## src/rtl/pmf_alu_pipe_if.sv

```systemverilog
// Issue/CDB bundle for pmf_alu_pipe; flag wires exist only with PMF_ALU_FLAGS_EN.
// master = reservation station + CDB side, slave = functional unit.
interface pmf_alu_pipe_if #(
  parameter int DATA_W = 32,
  parameter int TAG_W  = 4
);
  logic              WEN;
  logic [1:0]        op;
  logic [DATA_W-1:0] dataIn1;
  logic [DATA_W-1:0] dataIn2;
  logic [TAG_W-1:0]  labelIn;
  logic              available;
  logic              flush;
  logic              require;
  logic              requireAC;
  logic [DATA_W-1:0] result;
  logic [TAG_W-1:0]  labelOut;
  logic              busy;
`ifdef PMF_ALU_FLAGS_EN
  logic              flagZ;
  logic              flagC;
  logic              flagV;

  modport master (output WEN, op, dataIn1, dataIn2, labelIn, flush, requireAC,
                  input  available, require, result, labelOut, busy, flagZ, flagC, flagV);
  modport slave  (input  WEN, op, dataIn1, dataIn2, labelIn, flush, requireAC,
                  output available, require, result, labelOut, busy, flagZ, flagC, flagV);
`else
  modport master (output WEN, op, dataIn1, dataIn2, labelIn, flush, requireAC,
                  input  available, require, result, labelOut, busy);
  modport slave  (input  WEN, op, dataIn1, dataIn2, labelIn, flush, requireAC,
                  output available, require, result, labelOut, busy);
`endif
endinterface

```

## src/rtl/pmf_alu_pipe.sv

```systemverilog
// Pipelined ADD/SUB/AND/OR unit with tag, CDB require/ack handshake and flush.
// Optional zero/carry/overflow flags are built when PMF_ALU_FLAGS_EN is defined.
module pmf_alu_pipe #(
  parameter int DATA_W = 32,
  parameter int TAG_W  = 4,
  parameter int STAGES = 2
) (
  input  logic         clk,
  input  logic         RST,
  pmf_alu_pipe_if.slave bus
);

  logic [STAGES-1:0] vld;
  logic [TAG_W-1:0]  tag_q [STAGES];
  logic [DATA_W-1:0] res_q [STAGES];
  logic              rdy   [STAGES];

  logic [DATA_W-1:0] b_eff;
  logic [DATA_W:0]   sum;
  logic [DATA_W-1:0] alu_res;

  // A stage can take new contents if it or any stage downstream is empty,
  // or the output is being granted (grant with an empty output is harmless).
  always_comb begin
    for (int i = 0; i < STAGES; i++) begin
      rdy[i] = bus.requireAC;
      for (int j = i; j < STAGES; j++) begin
        if (!vld[j]) rdy[i] = 1'b1;
      end
    end
  end

  always_comb begin
    b_eff   = bus.op[0] ? ~bus.dataIn2 : bus.dataIn2;
    sum     = {1'b0, bus.dataIn1} + {1'b0, b_eff} + {{DATA_W{1'b0}}, bus.op[0]};
    alu_res = sum[DATA_W-1:0];
    case (bus.op)
      2'b10:   alu_res = bus.dataIn1 & bus.dataIn2;
      2'b11:   alu_res = bus.dataIn1 | bus.dataIn2;
      default: alu_res = sum[DATA_W-1:0];
    endcase
  end

`ifdef PMF_ALU_FLAGS_EN
  logic [2:0] flg_q [STAGES];
  logic [2:0] alu_flg;

  // {Z, C, V}; overflow when operands agree in sign but the sum does not
  always_comb begin
    alu_flg    = 3'b000;
    alu_flg[2] = (alu_res == '0);
    if (!bus.op[1]) begin
      alu_flg[1] = sum[DATA_W];
      alu_flg[0] = (bus.dataIn1[DATA_W-1] == b_eff[DATA_W-1]) &&
                   (sum[DATA_W-1] != bus.dataIn1[DATA_W-1]);
    end
  end
`endif

  always_ff @(posedge clk or posedge RST) begin
    if (RST) begin
      vld <= '0;
      for (int i = 0; i < STAGES; i++) begin
        tag_q[i] <= '0;
        res_q[i] <= '0;
`ifdef PMF_ALU_FLAGS_EN
        flg_q[i] <= '0;
`endif
      end
    end else if (bus.flush) begin
      vld <= '0;
    end else begin
      if (rdy[0]) begin
        vld[0] <= bus.WEN;
        if (bus.WEN) begin
          res_q[0] <= alu_res;
          tag_q[0] <= bus.labelIn;
`ifdef PMF_ALU_FLAGS_EN
          flg_q[0] <= alu_flg;
`endif
        end
      end
      // Payload only moves with a valid op so the output holds its last value
      for (int i = 1; i < STAGES; i++) begin
        if (rdy[i]) begin
          vld[i] <= vld[i-1];
          if (vld[i-1]) begin
            res_q[i] <= res_q[i-1];
            tag_q[i] <= tag_q[i-1];
`ifdef PMF_ALU_FLAGS_EN
            flg_q[i] <= flg_q[i-1];
`endif
          end
        end
      end
    end
  end

  assign bus.available = !bus.flush && rdy[0];
  assign bus.require   = vld[STAGES-1];
  assign bus.result    = res_q[STAGES-1];
  assign bus.labelOut  = tag_q[STAGES-1];
  assign bus.busy      = |vld;
`ifdef PMF_ALU_FLAGS_EN
  assign bus.flagZ     = flg_q[STAGES-1][2];
  assign bus.flagC     = flg_q[STAGES-1][1];
  assign bus.flagV     = flg_q[STAGES-1][0];
`endif

endmodule

```

## src/flat_wrapper.sv

```systemverilog
// flat-port wrapper written by rule: the top's interface ports become plain ports
module pmf_alu_pipe_flat 
#(
  parameter int DATA_W = 32,
  parameter int TAG_W  = 4,
  parameter int STAGES = 2
)
  (clk, RST, bus_WEN, bus_op, bus_dataIn1, bus_dataIn2, bus_labelIn, bus_flush, bus_requireAC, bus_available, bus_require, bus_result, bus_labelOut, bus_busy);
  pmf_alu_pipe_if #(.DATA_W(DATA_W), .TAG_W(TAG_W)) bus_i ();
  input  logic clk;
  input  logic RST;
  input wire logic [$bits(bus_i.WEN)-1:0] bus_WEN;
  input wire logic [$bits(bus_i.op)-1:0] bus_op;
  input wire logic [$bits(bus_i.dataIn1)-1:0] bus_dataIn1;
  input wire logic [$bits(bus_i.dataIn2)-1:0] bus_dataIn2;
  input wire logic [$bits(bus_i.labelIn)-1:0] bus_labelIn;
  input wire logic [$bits(bus_i.flush)-1:0] bus_flush;
  input wire logic [$bits(bus_i.requireAC)-1:0] bus_requireAC;
  output wire logic [$bits(bus_i.available)-1:0] bus_available;
  output wire logic [$bits(bus_i.require)-1:0] bus_require;
  output wire logic [$bits(bus_i.result)-1:0] bus_result;
  output wire logic [$bits(bus_i.labelOut)-1:0] bus_labelOut;
  output wire logic [$bits(bus_i.busy)-1:0] bus_busy;
  assign bus_i.WEN = bus_WEN;
  assign bus_i.op = bus_op;
  assign bus_i.dataIn1 = bus_dataIn1;
  assign bus_i.dataIn2 = bus_dataIn2;
  assign bus_i.labelIn = bus_labelIn;
  assign bus_i.flush = bus_flush;
  assign bus_i.requireAC = bus_requireAC;
  assign bus_available = bus_i.available;
  assign bus_require = bus_i.require;
  assign bus_result = bus_i.result;
  assign bus_labelOut = bus_i.labelOut;
  assign bus_busy = bus_i.busy;
  pmf_alu_pipe #(.DATA_W(DATA_W), .TAG_W(TAG_W), .STAGES(STAGES)) u_core (.clk(clk), .RST(RST), .bus(bus_i));
endmodule
```

## config.mk

```make
export PLATFORM = sky130hd
export DESIGN_NAME = pmf_alu_pipe_flat
export DESIGN_NICKNAME = d
export VERILOG_FILES = /design/src/rtl/pmf_alu_pipe_if.sv /design/src/rtl/pmf_alu_pipe.sv /design/src/flat_wrapper.sv
export SDC_FILE = /design/constraint.sdc
export NUM_CORES = 1
export LEC_CHECK = 0
export ABC_AREA = 1
export CORE_UTILIZATION = 46
export DETAILED_ROUTE_END_ITERATION = 10
export PLACE_DENSITY = 0.72
export SLEW_MARGIN = 25
export SYNTH_ARGS = -nofsm -noshare
export SYNTH_HDL_FRONTEND = slang
export SYNTH_SLANG_ARGS = --single-unit
```

## constraint.sdc

```tcl
create_clock -name clk -period 3.3 [get_ports clk]
set_input_delay 0.66 -clock clk [delete_from_list [all_inputs] [get_ports clk]]
set_output_delay 0.66 -clock clk [all_outputs]
set_load 0.02 [all_outputs]
```

* After elaboration in Yosys (flattened, before gate mapping) *
Cells that the tools add are included.

storage, ports and cells
  bits in registers = 74
  bits in latches = 0
  RAM bits = 0
  bits in read-only memories = 0
  input bits = 75
  output and inout bits = 39
  logic and storage cells = 29
  memories kept = 0

cells by class
  add/subtract/negate cells = 2
  $mul = 0
  divide/modulo/power cells = 0
  magnitude comparators = 0
  equal/unequal tests = 2
  shifts and indexed selects = 0
  muxes and demuxes = 8
  bitwise logic cells = 4
  reduce and logical (&&, ||, !) cells = 7

operator list
  kind                  count
  $pmux W32 S2          1
  $add A32 B1 Y32       1
  $add A32 B32 Y32      1
  $and A32 B32 Y32      1
  $mux W32              1
  $not A32 Y32          1
  $or A32 B32 Y32       1
  $reduce_and A3 Y1     2
  $mux W1               5
  $eq A2 B2 Y1 const B  2
  $reduce_bool A2 Y1    2
  $mux W2               1
  $reduce_or A2 Y1      1
  $logic_and A1 B1 Y1   1
  $logic_not A1 Y1      1
  $not A1 Y1            1

* Logic depth before layout (Yosys ltp) *
Gate-level depths: netlist (run 1).

  word-level depth = 5
  depth in mapped cells = 19
  gate-level depth less buffers = 17

* Worst setup path before layout (run 1) *
No wires, ideal clock.

  kind = input to register
  start = input bus_op[0]
  end = register u_core.res_q[50] (netlist bit)
  library setup time = 136 ps
  data arrival time = 2402 ps
  data required time = 3164 ps
  slack = 762 ps
  stages = 19
  path buffers = 2
  cells stage by stage = buf_4 -> buf_2 -> nand2_1 -> inv_1 -> nor2_1 -> inv_1 -> fa_1 -> inv_1 -> nand3_1 -> nand2_2 -> nand2_2 -> nand2_2 -> nand2_1 -> nand2_2 -> nand2_1 -> nand2_1 -> nand2_1 -> nand3_1 -> a22oi_2

on the way
  word-level cells in the longest chain between the ends = 4
  elaborated cells on any way between the ends = 6
  those cells by class = add/sub: 2; eq/ne: 2; mux: 2

RTL lines
  item                             RTL line            RTL
  from (decl)                      flat_wrapper.sv:13  input wire logic [$bits(bus_i.op)-1:0] bus_op;
  $mux W32                         pmf_alu_pipe.sv:34  b_eff = bus.op[0] ? ~bus.dataIn2 : bus.dataIn2;
  $add A32 B32 Y32                 pmf_alu_pipe.sv:35  sum = {1'b0, bus.dataIn1} + {1'b0, b_eff} + {{DATA_W{1'b0}}, bus.op[0]};
  $add A32 B1 Y32                  pmf_alu_pipe.sv:35
  $pmux W32 S2 *                   pmf_alu_pipe.sv:37  case (bus.op)
  to (signal, indexed assignment)  pmf_alu_pipe.sv:88  res_q[i] <= res_q[i-1];
  to (decl)                        pmf_alu_pipe.sv:15  logic [DATA_W-1:0] res_q [STAGES];

Every way passes the cells marked *; elsewhere a longest branch is shown, timed or not.
A chain may end at the register's enable or synchronous reset.

* Final worst setup path (run 1) *
  start = input bus_op[0]
  end = register u_core.res_q[56] (netlist bit)

Same word-level chain as after synthesis.

==> results of run 1 <==
critical path: stages:
cell	delay, ns
buf_2	0.35
buf_12	0.24
nand2_1	0.07
inv_1	0.07
nor2_1	0.05
ha_1	0.40
nand2_1	0.14
o21ai_0	0.29
inv_1	0.08
nand2_1	0.10
nand3_1	0.10
nand4_1	0.10
nand3_1	0.15
a21oi_1	0.16
cells by family after synthesis:
logic type / Yosys count / share of synthesized area (%)
xor+xnor: 4 / 0.551
mux: 23 / 4.07
simple gates: 488 / 33.3
buf+inv: 199 / 14.4
fa+ha+maj: 34 / 6.80
compound gates: 130 / 11.8
flops: 74 / 29.1
layer usage:
layer  track usage, %  share of wire, %  vias up
met5                0             0.077        -
met4             7.73               1.5        2
met3             4.04               5.9       22
met2             38.2                43      165
met1             36.4                49     2732
li1                 -                 -     3107
state kept, by name, indices dropped and copies added, names as in the netlist:
register	cells
u_core.bus.result	32
u_core.res_q	32
u_core.bus.labelOut	4
u_core.tag_q	4
u_core.vld	2
cells in the mapped netlist, types with 2 or more instances:
| cell | number | share of area, % |
|---|---|---|
| a21oi_1 | 39 | 3.1 |
| a21oi_2 | 11 | 1.5 |
| a22oi_1 | 3 | 0.35 |
| a22oi_2 | 2 | 0.39 |
| a31oi_1 | 11 | 1.1 |
| buf_2 | 15 | 1.2 |
| buf_4 | 38 | 4.5 |
| clkbuf_1 | 7 | 0.41 |
| dfrtp_1 | 74 | 29 |
| ha_1 | 33 | 6.5 |
| inv_1 | 135 | 8.0 |
| inv_2 | 2 | 0.12 |
| mux2_2 | 23 | 4.1 |
| nand2_1 | 208 | 12 |
| nand2_2 | 21 | 2.1 |
| nand2_4 | 2 | 0.35 |
| nand3_1 | 36 | 2.8 |
| nand3_2 | 12 | 1.9 |
| nand3b_1 | 3 | 0.35 |
| nand4_1 | 2 | 0.20 |
| nor2_1 | 169 | 10 |
| nor2_2 | 4 | 0.39 |
| nor2_4 | 2 | 0.35 |
| nor3_1 | 17 | 1.3 |
| o21ai_0 | 52 | 4.1 |
| o21ai_1 | 4 | 0.31 |
| o21bai_1 | 4 | 0.47 |
| or2_1 | 3 | 0.29 |
| or2_2 | 4 | 0.39 |
| xor2_1 | 3 | 0.41 |
through the flow:
| stage | instance area, um^2 | setup slack, ns | power [W] | util [%] | std cells |
|---|---|---|---|---|---|
| 2_1_floorplan | 6360 | 0.758 | 0.00233 | - | 952 |
| 3_3_place_gp | 7430 | 0.339 | 0.00273 | 55.7 | 1188 |
| 3_5_place_dp | 7430 | 0.328 | 0.00275 | 55.7 | 1188 |
| 4_1_cts | 7730 | 0.685 | 0.00377 | 57.9 | 1204 |
| 5_1_grt | 7730 | 0.364 | 0.00399 | 57.9 | 1204 |
| 6_report | 7730 | 0.622 | 0.00375 | 57.9 | 1204 |
worst paths after layout:
kind | startpoint | to | slack, ns
worst min-delay path | u_core.bus.result[18]$_DFFE_PP0P_ | u_core.bus.result[18]$_DFFE_PP0P_ | 0.48
min in group asynchronous | RST | u_core.res_q[53]$_DFFE_PP0P_ | 0.72
worst max register to register | u_core.vld[1]$_DFFE_PP0P_ | u_core.bus.result[2]$_DFFE_PP0P_ | 1.43
worst max-delay path | bus_op[0] | u_core.res_q[56]$_DFFE_PP0P_ | 0.62
max in group asynchronous | RST | u_core.res_q[44]$_DFFE_PP0P_ | 1.90
worst min register to register | u_core.bus.result[18]$_DFFE_PP0P_ | u_core.bus.result[18]$_DFFE_PP0P_ | 0.48
power breakdown:
part | switching (W) | leakage (nW) | internal, W
Sequential | 0.000123 | 0.861 | 0.00112
Combinational | 0.000827 | 2.89 | 0.000672
Clock | 0.000421 | 0.150 | 0.000591
final cells by class:
class,count,area share [%]
Multi-Input combinational cell,679,46.6
Sequential cell,74,24.0
Timing Repair Buffer,122,16.1
Inverter,137,6.65
Clock buffer,9,2.91
Tap cell,176,2.85
Clock inverter,7,0.971
==> flow_summary.json, run 1 <==
{
  "syn_to_final_growth_pct": 21.5,
  "hpwlAfterDp_um": 13500,
  "multi_input_area_um2": 3600,
  "worstSetupEndpointType": "flip-flop",
  "cts_tree": "done",
  "antenna_found_initial": 1,
  "clock-root-buffer": "clkbuf_16",
  "die_h_um": 120,
  "routed-via-count": 6028,
  "yosys_most_used_dff": "dfrtp_1",
  "rows": 42,
  "diodes": 0,
  "start_kind": "input port",
  "drv_slew": 0,
  "finClkSkew_ns": 0.00968,
  "clkLatencyLatePin_ns": 0.34,
  "wl_per_cell_um": 14.1,
  "overflow": 0,
  "worstHoldPathCells": 2,
  "cts_setup_buffers": 0,
  "grt_pass1_wl_um": 28000,
  "drv_cap": 0,
  "status": "finished clean",
  "drtIter0Drc": 480,
  "drc": 0,
  "gp_congestion": 0.936,
  "postCtsHoldBufs": 0,
  "drtAntennaViolNets": 0,
  "synth_edf_count": 0,
  "synth.avg_cell_area_um2": 6.68,
  "regArea_um2": 1850,
  "mostFrequentLayoutCells": "208 x nand2_1, 169 x nor2_1, 134 x inv_1, 112 x clkdlybuf4s50_1, 74 x dfrtp_1",
  "clkSinkCount": 74,
  "holdWs_ns": 0.484,
  "synth_nets": 1061,
  "yosys_warnings": 0,
  "htree_levels": 3,
  "yosysUniqueCellTypes": 43,
  "vdd_drop_max_mv": 0.225,
  "powerDensity_nw_per_um2": 485,
  "io_buffers": 113,
  "die-area_um2": 14300,
  "worstPathRequired_ns": 3.57,
  "power.leakage_nw": 3.90,
  "wl_um": 16900,
  "final_nets": 1132,
  "viasPerCell": 5.01,
  "grt_max_degree": 49,
  "grt_pass1_vias": 5623,
  "setup_viol": 0,
  "slew_headroom_pct": 49.2,
  "ys_ff_latch": 74,
  "start_util_pct": 47.7,
  "fillers": 1299,
  "r2r.worst_path.cells": 7,
  "rsz0062_at_grt": "false",
  "finalCritPeriodShare_pct": 81.2,
  "final_common_cell": "nand2_1",
  "synthArstFlopShare_pct": 100,
  "cts_buffer_depth": 2,
  "syn_inst": 952,
  "min_path_type": "reg2reg",
  "fp.coreArea_um2": 13300,
  "numCtsBuffers": 9,
  "tns_ns": 0,
  "drive_above_1_share_pct": 11.1,
  "clkTransAtPathRegs_ns": 0.06,
  "track_usage_pct": 25.1,
  "num_io_pins": 114,
  "worstPathMaxFanout": 32,
  "critical_path_class": "in2reg",
  "die_x_um": 120,
  "cts_resized": 0,
  "worstPathArrival_ns": 2.95,
  "layout_min_cycle_time_ns": 2.68,
  "fmax_mhz": 373,
  "ys_seq_area_share_pct": 29.1,
  "tightest_slew_ns": 0.761,
  "drtPass1Iterations": 5,
  "finalHoldViolCount": 0,
  "syn_area_um2": 6360
}
No activity file was read; power rests on OpenSTA's default activity.
==> run 2: changes to the inputs <==
Settings changed: PLACE_DENSITY 0.72 to 0.75.
Clock period 3.3 ns to 2.25 ns, I/O delays scaled along.
==> run 2 against run 1 <==
  * Combinational power increased by 82%
  * Critical endpoint is now u_core.res_q[63]$_DFFE_PP0P_
  * Die area unchanged
  * First-iteration DRC count is 20% higher
  * Sequential power increased by 47%
  * Clock power up 45%
  * Utilization up 11 points
  * Sequential cell count unchanged
  * Power up 60%
  * Count of clock-buffer cells in the layout increased by 3
  * Via count grew 12%
  * Highest routed layer is now met4
==> flow_summary.json, run 2 (same netlist as run 1, synthesis figures left out) <==
{
  "status": "finished clean",
  "power.total_w": 0.00601,
  "final_common_cell": "nand2_1",
  "die_x_um": 120,
  "drv_slew": 0,
  "min_path_type": "reg2reg",
  "slowest_stage": "clkdlybuf4s50_1",
  "htree_levels": 3,
  "tightest_slew_ns": 0.439,
  "mostFrequentLayoutCells": "175 x nand2_1, 131 x nor2_1, 122 x inv_1, 91 x clkdlybuf4s50_1, 89 x buf_4",
  "antenna_found_initial": 0,
  "start_util_pct": 47.7,
  "start_kind": "input port",
  "diodes": 0,
  "grt_pass1_wl_um": 28600,
  "wl_per_cell_um": 15.0,
  "vdd_drop_max_mv": 0.365,
  "cts_tree": "done",
  "drive_above_1_share_pct": 30.8,
  "worstSetupEndpointType": "flip-flop",
  "syn_to_final_growth_pct": 44.3,
  "drtIter0Drc": 574,
  "setup_viol": 0,
  "slew_headroom_pct": 70.8,
  "grt_pass1_vias": 5816,
  "overflow": 0,
  "gp_congestion": 0.953,
  "worstHoldPathCells": 2,
  "io_buffers": 113,
  "finalCritPeriodShare_pct": 98.1,
  "layout_min_cycle_time_ns": 2.21,
  "drv_cap": 0,
  "crit_top_cell": "nand2_2",
  "drtPass1Iterations": 5,
  "rows": 42,
  "fmax_mhz": 453,
  "num_io_pins": 114,
  "worstPathMaxFanout": 4,
  "clkSinkCount": 74,
  "power.leakage_nw": 4.60,
  "numCtsBuffers": 9,
  "finalHoldViolCount": 0,
  "worstPathArrival_ns": 2.48,
  "critPathMaxStageDelay_ns": 0.41,
  "final_nets": 1220,
  "viasPerCell": 5.24,
  "rsz0062_at_grt": "true",
  "grt_max_degree": 75,
  "fin_ws_ns": 0.0431,
  "finClkSkew_ns": 0.00927,
  "dpl_worst_slack_ns": -0.413,
  "instances_no_fill": 1292,
  "clkLatencyLatePin_ns": 0.35,
  "hpwlAfterDp_um": 13400,
  "powerDensity_nw_per_um2": 654,
  "clock-root-buffer": "clkbuf_16",
  "die_h_um": 120,
  "fp.coreArea_um2": 13300,
  "clkTransAtPathRegs_ns": 0.06,
  "path_cells": "clkdlybuf4s50_1 -> nor2_1 -> nor2_2 -> ha_4 -> nand2_2 -> inv_1 -> nand2_1 -> nor2_1 -> nand2_1 -> nand2_2 -> nand2_2 -> nand3_1 -> nand3_2 -> a21oi_2",
  "fillers": 1059,
  "die-area_um2": 14300,
  "drc": 0,
  "track_usage_pct": 25.4,
  "wl_um": 19300,
  "cts_buffer_depth": 2,
  "drtAntennaViolNets": 0,
  "critical_path_class": "in2reg",
  "worstPathRequired_ns": 2.52,
  "dp_cells": 1253,
  "r2r.worst_path.cells": 8,
  "routed-via-count": 6773
}
==> run 2: changes by cell type in the layout (fill, tap and decap cells not counted), moves of 21 or more <==
cell             previous run  this run
buf_4                       5        89
nand2_2                    21        46
nor2_1                    169       131
nor2_2                      4        32
a21oi_1                    39        15
clkdlybuf4s50_1           112        91
nand2_1                   208       175
==> run 2: final cells by class <==
type | count | area (um^2) | share of cell area [%]
clock buffer | 12 | 267 | 2.90
clock inverter | 4 | 32.5 | 0.354
inverter | 137 | 518 | 5.64
multi-input combinational | 679 | 4290 | 46.7
sequential | 74 | 1850 | 20.2
tap | 176 | 220 | 2.40
timing repair buffer | 210 | 2010 | 21.8
==> run 2: what timing repair did <==
action	CTS	global route
setup buffers	11	10
hold buffers	0	0
endpoints found under the setup margin	12	27
pin swaps	18	60
gates resized for setup	22	187
hold endpoints to repair	0	0
cloned	0	2
==> run 2: layer usage <==
| layer | track usage, % | wire length, um | part of all wire [%] | up-vias |
|---|---|---|---|---|
| met5 | 0 | 0 | 0 | - |
| met4 | 7.03 | 439 | 2.3 | 0 |
| met2 | 40.6 | 9200 | 48 | 273 |
| met1 | 36.0 | 8490 | 44 | 3175 |
| met3 | 3.37 | 1220 | 6.3 | 39 |
| li1 | - | - | - | 3286 |
==> run 2: worst max-delay path, delay by kind of cell <==
family | cells | cell delay [ns]
and+or+nand+nor | 10 | 1.08
AOI/OAI and AO/OA | 1 | 0.13
buffers and inverters | 2 | 0.52
adders and majority gates | 1 | 0.32
==> run 2: path summary, 6_finish.rpt <==
kind	endpoint	from	slack (ns)
setup / recovery	u_core.res_q[63]$_DFFE_PP0P_	bus_dataIn2[12]	0.04
hold / removal	u_core.bus.result[2]$_DFFE_PP0P_	u_core.bus.result[2]$_DFFE_PP0P_	0.48
setup reg to reg	u_core.res_q[33]$_DFFE_PP0P_	u_core.vld[1]$_DFFE_PP0P_	0.79
hold reg to reg	u_core.bus.result[2]$_DFFE_PP0P_	u_core.bus.result[2]$_DFFE_PP0P_	0.48
max in group asynchronous	u_core.res_q[58]$_DFFE_PP0P_	RST	1.34
min in group asynchronous	u_core.res_q[62]$_DFFE_PP0P_	RST	0.54
==> run 2: stage by stage <==
| step | cell area (um^2) | setup TNS [ns] | util, % | hold slack (ns) |
|---|---|---|---|---|
| CTS | 8390 | -0.0421 | 62.8 | 0.487 |
| detailed placement | 7940 | -8.87 | 59.5 | 0.472 |
| floorplan | 6370 | 0 | - | 0.454 |
| global placement | 7940 | -7.91 | 59.5 | 0.465 |
| finish | 9190 | 0 | 68.8 | 0.482 |
| global route | 9190 | -0.507 | 68.8 | 0.499 |
==> run 2: report_power, final <==
part           internal [W]  switching (W)
Clock              0.000846       0.000613
Combinational       0.00129        0.00144
Sequential          0.00164       0.000174
